===== src/rtl/ab_wire_pattern_gen.sv =====
// Synthetic A/B read-data wire pair generator for interface-detection self-test
// and loopback: emits a programmed number of A edges with a skewed, mode-shaped B.
module ab_wire_pattern_gen #(
    parameter int RUNT_WIDTH = 3,
    parameter int SKEW_DEPTH = 16
) (
    input  logic        clk,
    input  logic        reset,
    input  logic        start,
    input  logic        abort,
    input  logic [1:0]  mode,
    input  logic [7:0]  half_period,
    input  logic [3:0]  skew,
    input  logic [15:0] edge_target,
    input  logic [7:0]  runt_every,
    output logic        wire_a,
    output logic        wire_b,
    output logic        busy,
    output logic        done,
    output logic [15:0] edges_sent
);

    localparam logic [7:0] RUNT_RELOAD = 8'(RUNT_WIDTH);
    localparam logic [3:0] SKEW_MAX    = 4'(SKEW_DEPTH - 1);

    typedef enum logic [1:0] {
        ST_IDLE,
        ST_RUN,
        ST_TAIL,
        ST_DONE
    } state_t;

    state_t state;
    state_t state_next;

    logic [1:0]  mode_q;
    logic [7:0]  period_q;
    logic [3:0]  skew_q;
    logic [15:0] target_q;
    logic [7:0]  runt_every_q;

    logic [7:0]  period_cnt;
    logic [7:0]  runt_cnt;
    logic [3:0]  tail_cnt;
    logic [SKEW_DEPTH-2:0] delay_line;

    logic        accept;
    logic        abort_now;
    logic        first_fire;
    logic        run_fire;
    logic        fire;
    logic        last_edge;
    logic        runt_hit;
    logic        a_next;
    logic        b_next;
    logic        tap;
    logic [7:0]  period_in;
    logic [3:0]  skew_in;
    logic [1:0]  mode_eff;
    logic [3:0]  skew_eff;
    logic [15:0] target_eff;
    logic [7:0]  runt_every_eff;
    logic [7:0]  period_eff;
    logic [15:0] edge_count_next;
    logic [7:0]  runt_count_next;
    logic [SKEW_DEPTH-1:0] taps;

    // On the accepting cycle the freshly presented config is used directly, so a
    // half-period of 1 can toggle A in the same cycle busy rises.
    always_comb begin
        accept         = (state == ST_IDLE) && start;
        abort_now      = (state != ST_IDLE) && abort;
        period_in      = (half_period == 8'd0) ? 8'd1 : half_period;
        skew_in        = (skew > SKEW_MAX) ? SKEW_MAX : skew;
        mode_eff       = accept ? mode        : mode_q;
        skew_eff       = accept ? skew_in     : skew_q;
        target_eff     = accept ? edge_target : target_q;
        runt_every_eff = accept ? runt_every  : runt_every_q;
        period_eff     = accept ? period_in   : period_q;

        edge_count_next = (accept ? 16'd0 : edges_sent) + 16'd1;
        runt_count_next = (accept ? 8'd0 : runt_cnt) + 8'd1;

        first_fire = accept && (edge_target != 16'd0) && (period_in == 8'd1);
        run_fire   = (state == ST_RUN) && (period_cnt == 8'd1) && !abort;
        fire       = first_fire || run_fire;
        last_edge  = fire && (edge_count_next == target_eff);
        runt_hit   = (runt_every_eff != 8'd0) && (runt_count_next == runt_every_eff);
    end

    always_comb begin
        state_next = state;
        unique case (state)
            ST_IDLE: begin
                if (start) begin
                    if ((edge_target == 16'd0) || last_edge) begin
                        state_next = ST_TAIL;
                    end else begin
                        state_next = ST_RUN;
                    end
                end
            end
            ST_RUN: begin
                if (last_edge) begin
                    state_next = ST_TAIL;
                end
            end
            ST_TAIL: begin
                if (tail_cnt == 4'd0) begin
                    state_next = ST_DONE;
                end
            end
            ST_DONE: begin
                state_next = ST_IDLE;
            end
            default: begin
                state_next = ST_IDLE;
            end
        endcase
        if (abort_now) begin
            state_next = ST_IDLE;
        end
    end

    // Tap 0 is the A value being registered this cycle, so skew 0 keeps B aligned.
    always_comb begin
        a_next = (state_next == ST_IDLE) ? 1'b0 : (wire_a ^ fire);
        taps   = {delay_line, a_next};
        tap    = taps[skew_eff];
        b_next = 1'b0;
        unique case (mode_eff)
            2'b00: b_next = ~tap;
            2'b01: b_next = 1'b0;
            2'b10: b_next = tap;
            2'b11: b_next = 1'b1;
            default: b_next = 1'b0;
        endcase
        if (state_next == ST_IDLE) begin
            b_next = ~(mode_eff[1] ^ mode_eff[0]);
        end
    end

    always_ff @(posedge clk) begin
        if (reset) begin
            state        <= ST_IDLE;
            wire_a       <= 1'b0;
            wire_b       <= 1'b0;
            busy         <= 1'b0;
            done         <= 1'b0;
            edges_sent   <= 16'd0;
            mode_q       <= 2'b00;
            period_q     <= 8'd1;
            skew_q       <= 4'd0;
            target_q     <= 16'd0;
            runt_every_q <= 8'd0;
            period_cnt   <= 8'd0;
            runt_cnt     <= 8'd0;
            tail_cnt     <= 4'd0;
            delay_line   <= '0;
        end else begin
            state      <= state_next;
            wire_a     <= a_next;
            wire_b     <= b_next;
            busy       <= (state_next == ST_RUN) || (state_next == ST_TAIL);
            done       <= (state_next == ST_DONE);
            delay_line <= (state_next == ST_IDLE) ? '0
                          : {delay_line[SKEW_DEPTH-3:0], a_next};

            if (accept) begin
                mode_q       <= mode;
                period_q     <= period_in;
                skew_q       <= skew_in;
                target_q     <= edge_target;
                runt_every_q <= runt_every;
                tail_cnt     <= skew_in;
                edges_sent   <= 16'd0;
                runt_cnt     <= 8'd0;
                period_cnt   <= period_in - 8'd1;
            end

            // The accept cycle already counts as the first countdown cycle.
            if (fire) begin
                edges_sent <= edge_count_next;
                runt_cnt   <= runt_hit ? 8'd0 : runt_count_next;
                period_cnt <= runt_hit ? RUNT_RELOAD : period_eff;
            end else if (state == ST_RUN) begin
                period_cnt <= period_cnt - 8'd1;
            end

            if ((state == ST_TAIL) && (tail_cnt != 4'd0)) begin
                tail_cnt <= tail_cnt - 4'd1;
            end
        end
    end

endmodule


===== config.mk =====
export PLATFORM = sky130hd
export DESIGN_NAME = ab_wire_pattern_gen
export DESIGN_NICKNAME = d
export VERILOG_FILES = /design/src/rtl/ab_wire_pattern_gen.sv
export SDC_FILE = /design/constraint.sdc
export NUM_CORES = 1
export LEC_CHECK = 0
export CAP_MARGIN = 20
export CORE_MARGIN = 2
export CORE_UTILIZATION = 40
export CTS_BUF_LIST = sky130_fd_sc_hd__clkbuf_16
export DETAILED_ROUTE_END_ITERATION = 8
export PLACE_DENSITY = 0.66
export REMOVE_ABC_BUFFERS = 1
export SYNTH_ARGS = -nofsm -noshare
export SYNTH_HDL_FRONTEND = slang
export SYNTH_SLANG_ARGS = --single-unit

===== constraint.sdc =====
create_clock -name clk -period 6.3 [get_ports clk]
set_clock_uncertainty 0.05 [all_clocks]
set_input_delay 1.575 -clock clk [delete_from_list [all_inputs] [get_ports clk]]
set_output_delay 1.575 -clock clk [all_outputs]
set_load 0.02 [all_outputs]

==> results of run 1 <==
## layout by cell type (no fill, tap or decap), drive strengths merged, types with 19 or more instances in the layout
cell / Yosys / final
o21ai: 20 / 20
dfxtp: 95 / 95
a21oi: 57 / 57
nor3: 22 / 22
nor2: 69 / 69
clkdlybuf4s50: 0 / 60
xor2: 25 / 25
xnor2: 27 / 27
nand2: 107 / 107
and2: 19 / 19
## sequential cells by signal, summed over array words and instances (netlist names)
signal	count
edges_sent	16
target_q	16
delay_line	15
period_cnt	8
period_q	8
runt_cnt	8
runt_every_q	8
skew_q	4
tail_cnt	4
mode_q	2
state	2
busy	1
done	1
wire_a	1
wire_b	1
## stage by stage
step	setup WS [ns]	power, mW	area [sq um]	instances	util, %
2_1_floorplan	0.260	0.785	4980	617	-
3_3_place_gp	0.855	0.863	5860	857	46.5
3_5_place_dp	0.765	0.867	5860	857	46.5
6_report	1.04	1.41	6160	873	48.8
5_1_grt	0.784	1.48	6160	873	48.8
4_1_cts	1.13	1.42	6160	873	48.8
## cell families after synthesis
logic type	Yosys count
AOI/OAI and AO/OA	134
xor gates and xnor gates	52
adders and majority gates	11
buffers and inverters	52
DFF	95
muxes	18
and+or+nand+nor	294
## power by group through the flow
| stage | clock [mW] | combinational [mW] | sequential, mW |
|---|---|---|---|
| detailed placement | 0 | 0.209 | 0.658 |
| floorplan | 0 | 0.130 | 0.655 |
| CTS | 0.567 | 0.211 | 0.645 |
| finish | 0.550 | 0.211 | 0.645 |
| global route | 0.594 | 0.235 | 0.648 |
| global placement | 0 | 0.205 | 0.657 |
## final cells by class
| type | instances | share of cell area [%] |
|---|---|---|
| inverter | 13 | 0.792 |
| clock buffer | 9 | 3.66 |
| tap | 172 | 3.49 |
| sequential | 95 | 30.9 |
| timing repair buffer | 68 | 10.7 |
| clock inverter | 7 | 1.18 |
| multi-input combinational | 509 | 49.3 |
## routing by layer
| layer | global-route usage, % | vias up | routed length, um |
|---|---|---|---|
| met4 | 8.43 | 0 | 316 |
| met5 | 0 | - | 0 |
| met3 | 3.59 | 28 | 547 |
| li1 | - | 2353 | - |
| met1 | 25.2 | 2185 | 5990 |
| met2 | 30.4 | 116 | 5970 |
## worst paths after layout
path	start	to	slack (ns)	depth (start not counted)
max	start	wire_b	1.04	14
min	delay_line[11]	delay_line[12]	0.41	1
max reg2reg	edges_sent[0]	wire_b	2.18	14
min reg2reg	delay_line[11]	delay_line[12]	0.41	1
==> results.txt, run 1 <==
STA classifies the critical path startpoint as an input port. The largest total area in the synthesized netlist belongs to dfxtp_1. The overflow left after global routing is 0. The DRC violation total after the first TritonRoute iteration came out at between 200 and 300.

The number of fill cells is between 1000 and 1500. The growth of design area from synthesis to finish is 19.5%. For the worst setup path, the data required time is around 6.5 ns. The switching part of the total came out at between 20% and 30%. The die covers roughly 14000 sq um. The warning count from the yosys run came out at 0. The worst hold slack came out at around 0.41 ns. The fraction of synthesis flops using an asynchronous set or reset pin came out at 0%. Static timing analysis puts the maximum clock frequency at roughly 190 MHz. The internal power of the cells totals ~1.0 mW. The tightest slew margin relative to the limit came out at between 50% and 60%. The wire length of the first global-routing pass is around 22000 um.

After synthesis, the most frequently instantiated cells are nand2_1 (107), dfxtp_1 (95), nor2_1 (69). The total via count after detailed routing came out at roughly 4700. The share of total power in the clock network is between 30% and 40%.

The initial antenna violation count is 0. The number of buffers and inverters on the critical path came out at 2. The number of failing hold endpoints at the final stage came out at 0.

The die is 118 um wide. The data arrival time of the critical path is approximately 5.5 ns. The maximum number of pins on one net before global-route repair is slightly below 60. In the final routed layout, each cell accounts on average for 14.7 um.

For this run, the total global-route usage over all layers was measured as a little under a fifth. The critical path in this run is classified as in2reg. The most frequent cell after synthesis is nand2_1.

The iteration count of the initial detailed-routing pass is 5. The cell family contributing the most delay on the critical path is compound AO/OA/AOI/OAI gates. Setup repair after global routing left no endpoint under its margin. The adder-cell share of the synthesized area is roughly 2.7%. The post-CTS setup-driven buffer insertion count came out at 0. The number of buffers created by CTS came out at 9. The fraction of the mapped netlist area in simple logic gates came out at 27.3%. The share of total power dissipated in combinational logic is roughly 15%. The number of hold-repair buffers added at the cts stage is 0. The share of Yosys cell area claimed by the top area cell type came out at a little under two fifths.

The proportion of synthesized chip area in sequential cells is between 30 and 40%. The final-layout setup total negative slack came out at 0 ns. The share of total power in sequential cells came out at 45.9%.

Summing all flip-flop and latch instances after layout gives between 1500 and 2000 sq um. The peak supply drop is about 0.00016 V. By area, the combinational part of the netlist is dominated by simple AND/OR/NAND/NOR gates. The minimum clock period after layout came out at between 5 and 6 ns.

The height of the die came out at 118 um. Dividing total power by cell area gives a power density of 228 nW/um^2. The final estimated routing congestion in global placement is slightly above 0.8. The average via count per standard cell is around 5.4. The max-cap violation count came out at 0. The critical path goes through clkdlybuf4s50_1 -> nor3b_4 -> buf_4 -> nand4_1 -> o21ai_2 -> o2111ai_1 -> nor4_1 -> a31oi_1 -> ha_1 -> nor4_1 -> a21oi_1 -> o21bai_1 -> a31oi_1 -> o221ai_1.

The number of pins exceeding their max-slew limit in the final report is 0. The synthesized netlist devotes under 10% of its cell area to XOR and XNOR gates. For this run, the leading register cell type out of synthesis is dfxtp_1. For the pin with the worst max-slew slack, the measured transition is 0.666 ns. The post-detailed-route DRC marker count came out at 0. The type of the most critical hold path is reg2reg.

The post-route antenna net violation count came out at 0. The core box area is approximately 13000 sq um. The flip-flop and latch count after synthesis is between 90 and 100. The latest clock arrival within the worst-skew pair came out at about 0.35 ns. The kind of end point of the critical path is a flop. The mux share of post-synthesis cell area is ~3.6%. The synthesized area per cell came out at 7.86 sq um.

For this configuration, the core starts out at a cell density of between 40% and 50%. In the final layout, the multi-input gates occupy around 3000 sq um. The floorplan has slightly above 40 rows. The clock slew seen by the registers of the worst setup and hold paths is 0.07 ns.

The master cell of the clock root buffer is clkbuf_16. The fraction of layout instances using a drive strength above 1 came out at ~5%. The number of enable flip-flop cells after synthesis came out at 0. The HPWL reported at the end of detailed placement came out at a little over 9000 um. The biggest fanout along the worst timing path is between 50 and 60. The CTS tree is built. The number of I/O pins came out at 62. Yosys attributes the largest share of cell area to dfxtp_1 (37%), nand2_1 (7.8%), a21oi_1 (5.5%), nor2_1 (5.0%), xnor2_1 (4.6%).

The number of distinct library cell variants in the gate-level netlist after synthesis came out at 62. The slowest cell on the critical path is buf_4. The largest buffer count on any clock path came out at 2.

The final clock period utilization by the worst path came out at between 80% and 90%. The setup violation total in the final timing report is 0. The total wirelength of the detailed-routed design is ~13000 um.

The delay contributed by the slowest stage of the critical path is 0.58 ns. The number of global-route vias before repair came out at 4489. The run finished with clean final reports. The count of H-tree levels built during CTS is 3. The area fraction in compound gates after synthesis is 16.4%. The final antenna diode count came out at 0. Buffers placed on the I/O ports in this run total 61. In this run the static leakage power is about 2.3 nW.

The cell area that synthesis handed to floorplanning was a little over 5000 sq um. The post-cts resize count is 0. Synthesis produced approximately 660 cells. The clock sink total is 95. The net switching component of the power came out at about 380 uW. The net count of the finished layout is 749.
(Power assumes the default switching activity.)
==> inputs of run 2 (changes only) <==
- clock period: 6.3 -> 5.1 ns (I/O delays scaled with it)
==> results.txt, run 2 (synthesized netlist as in run 1, its figures left out) <==
Run status: finished, final reports clean (unchanged). The data arrival time of the critical path came out at 4.85 ns (was 5.48 ns). The switching part of the total came to 26.0% (was 27.0%). The effective utilization at floorplan is 40.8% (unchanged). The die extent in x is 118 um (unchanged). The standby leakage power came out at 2.32 nW (was 2.26 nW). The kind of end point of the critical path was a flop (unchanged). The critical path required time was 5.32 ns (was 6.52 ns). The number of cells in the design after placement is 866 (was 857). Largest regs: edges_sent (16), target_q (16), delay_line (15) (unchanged).

The number of global-route vias before repair came out at 4494 (was 4489). The slowest cell on the critical path was or3b_2 (was buf_4). The post-cts resize count was 0 (unchanged).

The clock slew seen by the registers of the worst setup and hold paths came out at 0.07 ns (about the same). The final-layout setup total negative slack is 0 ns (unchanged). The delay contributed by the slowest stage of the critical path came out at 0.61 ns (was 0.58 ns).

The final instance count without filler cells is 882 (was 873). The peak supply drop is 0.000177 V (was 0.000158 V). The fraction of layout instances using a drive strength above 1 was 6.20% (was 4.99%). The growth of design area from synthesis to finish is 21.2% (was 19.5%). The worst hold slack came out at 0.407 ns (about the same). The transition at the pin with the smallest max-transition slack was 0.704 ns (was 0.666 ns). The design internal power is 1.32 mW (was 1.03 mW).

The largest buffer count on any clock path is 2 (unchanged). The final estimated routing congestion in global placement came out at 0.820 (was 0.831). The global-route usage over all layers came out at 18.6% (was 19.1%).

The core box area was 12600 sq um (unchanged). The wire length of the first global-routing pass is 21300 um (was 21800 um). The setup violation total in the final timing report came out at 0 (unchanged).

The net switching component of the power is 465 uW (was 379 uW). The average via count per standard cell came out at 5.34 (was 5.36). The number of pins exceeding their max-slew limit in the final report is 0 (unchanged). The post-CTS setup-driven buffer insertion count is 0 (unchanged). Cell breakdown of the critical path: clkdlybuf4s50_1 -> or3b_2 -> nand3_1 -> nor2_1 -> a41o_1 -> nor2_1 -> a221oi_1 -> and3_1 -> or2_2 -> ha_1 -> nor4_1 -> a21oi_1 -> o21bai_1 -> a31oi_1 -> o221ai_1 (was clkdlybuf4s50_1 -> nor3b_4 -> buf_4 -> nand4_1 -> o21ai_2 -> o2111ai_1 -> nor4_1 -> a31oi_1 -> ha_1 -> nor4_1 -> a21oi_1 -> o21bai_1 -> a31oi_1 -> o221ai_1). The utilization of the core after routing is 49.5% (was 48.8%).

The CTS tree was built (unchanged). The iteration count of the initial detailed-routing pass came out at 4 (was 5). The total area of multi-input combinational cells is 3040 sq um (unchanged). The post-route antenna net violation count came out at 0 (unchanged). The area of the die is 13800 sq um (unchanged). The count of H-tree levels built during CTS is 3 (unchanged). The DRC violation total after the first TritonRoute iteration is 254 (was 285). The final routed wire length divided by cell count is 14.4 um (was 14.7 um). The number of buffers and inverters on the critical path is 1 (was 2). The clock sink total is 95 (unchanged). The kind of start point of the critical path is an input port (unchanged). The library cell appearing most often on the critical path is nor2_1.

Unrepaired setup endpoints after global routing: false (unchanged). The tightest slew margin relative to the limit is 52.6% (was 55.6%). The clock period could shrink to around 4.6 ns. The master cell of the clock root buffer is clkbuf_16 (unchanged).

The biggest fanout along the worst timing path is 13 (was 58). The number of I/O pins was 62 (unchanged). The register area is 1900 sq um (unchanged).

The most common cell after layout, fill and taps aside is nand2_1 (unchanged). The share of total power in sequential cells is 44.5% (was 45.9%). The number of failing hold endpoints at the final stage came out at 0 (unchanged). Leading cell types in the layout, fill and taps excluded: nand2_1 (107), dfxtp_1 (95), nor2_1 (69) (unchanged). The number of hold-repair buffers added at the cts stage is 0 (unchanged). The number of fill cells came out at 1267 (was 1282). The overflow left after global routing was 0 (unchanged).

The max-cap violation count is 0 (unchanged). The height of the die is 118 um (unchanged). The latest clock arrival within the worst-skew pair came out at 0.35 ns (about the same). The final layout net count is 758 (was 749). The number of buffers created by CTS came out at 9 (unchanged). The kind of critical path is in2reg (unchanged). The power per cell area is 286 nW/um^2 (was 228 nW/um^2). The largest delay contributor family on the critical path is simple AND/OR/NAND/NOR gates (was compound AO/OA/AOI/OAI gates). The final clock period utilization by the worst path is between 90% and 100%. The type of the most critical hold path is reg2reg (unchanged).

The initial antenna violation count is 0 (unchanged). The total via count after detailed routing was 4708 (was 4682). The setup slack after placement is 0.120 ns (was 0.765 ns). The total wirelength of the detailed-routed design was 12700 um (was 12800 um).

The number of rows created at floorplan came out at 41 (unchanged). The final worst setup slack came out at 0.462 ns (was 1.04 ns). The highest clock frequency the design can meet came out at ~220 MHz. The HPWL reported at the end of detailed placement is 9230 um (was 9060 um). The count of input and output buffers came out at 61 (unchanged). The post-detailed-route DRC marker count came out at 0 (unchanged).

The logic gate share of total power came out at 14.9% (was 15.0%). The final antenna diode count is 0 (unchanged). The share of total power in the clock network is 40.6% (was 39.1%). The maximum number of pins on one net before global-route repair is 39 (was 59).
## run 2: path summary, 6_finish.rpt
check	startpoint	endpoint	slack (ns)	cells past startpoint
setup / recovery	start	wire_b	0.46	15
hold / removal	delay_line[11]	delay_line[12]	0.41	1
setup reg to reg	edges_sent[0]	wire_b	1.02	14
hold reg to reg	delay_line[11]	delay_line[12]	0.41	1
## run 2: area by class of cell
cell class,count,share of cell area [%]
clock buffers,9,3.60
repair buffers,77,11.6
flip-flops and latches,95,30.4
inverters,13,0.781
well taps,172,3.44
clock inverters,7,1.52
multi-input cells,509,48.6
## run 2: worst reg2reg max path, cell delays in order, from the launching register on
cell and delay [ns]:
dfxtp_1 0.55, nand4_1 0.38, or2_2 0.48, nor2_1 0.35, mux2i_1 0.24, a31oi_1 0.11, a41o_1 0.22, and3_1 0.17
or2_2 0.29, ha_1 0.28, nor4_1 0.30, a21oi_1 0.08, o21bai_1 0.19, a31oi_1 0.11, o221ai_1 0.21
## run 2: power groups by stage
stage	Sequential [mW]	Clock, mW	Combinational (mW)
final	0.797	0.727	0.266
after global routing	0.800	0.778	0.297
after floorplan	0.809	0	0.160
after CTS	0.796	0.750	0.266
after detailed placement	0.813	0	0.264
after global placement	0.812	0	0.259
## run 2: per-layer routing
layer,vias to the layer above,global-route usage (%),wire (um)
met5,-,0,0
met1,2221,24.0,5870
met3,13,4.22,678
li1,2368,-,-
met2,106,30.6,5990
met4,0,6.25,142
## run 2: stage by stage
step	cell area, sq um	total power [mW]
floorplan	4980	0.970
global placement	5930	1.07
detailed placement	5930	1.08
CTS	6250	1.81
global route	6250	1.88
finish	6250	1.79
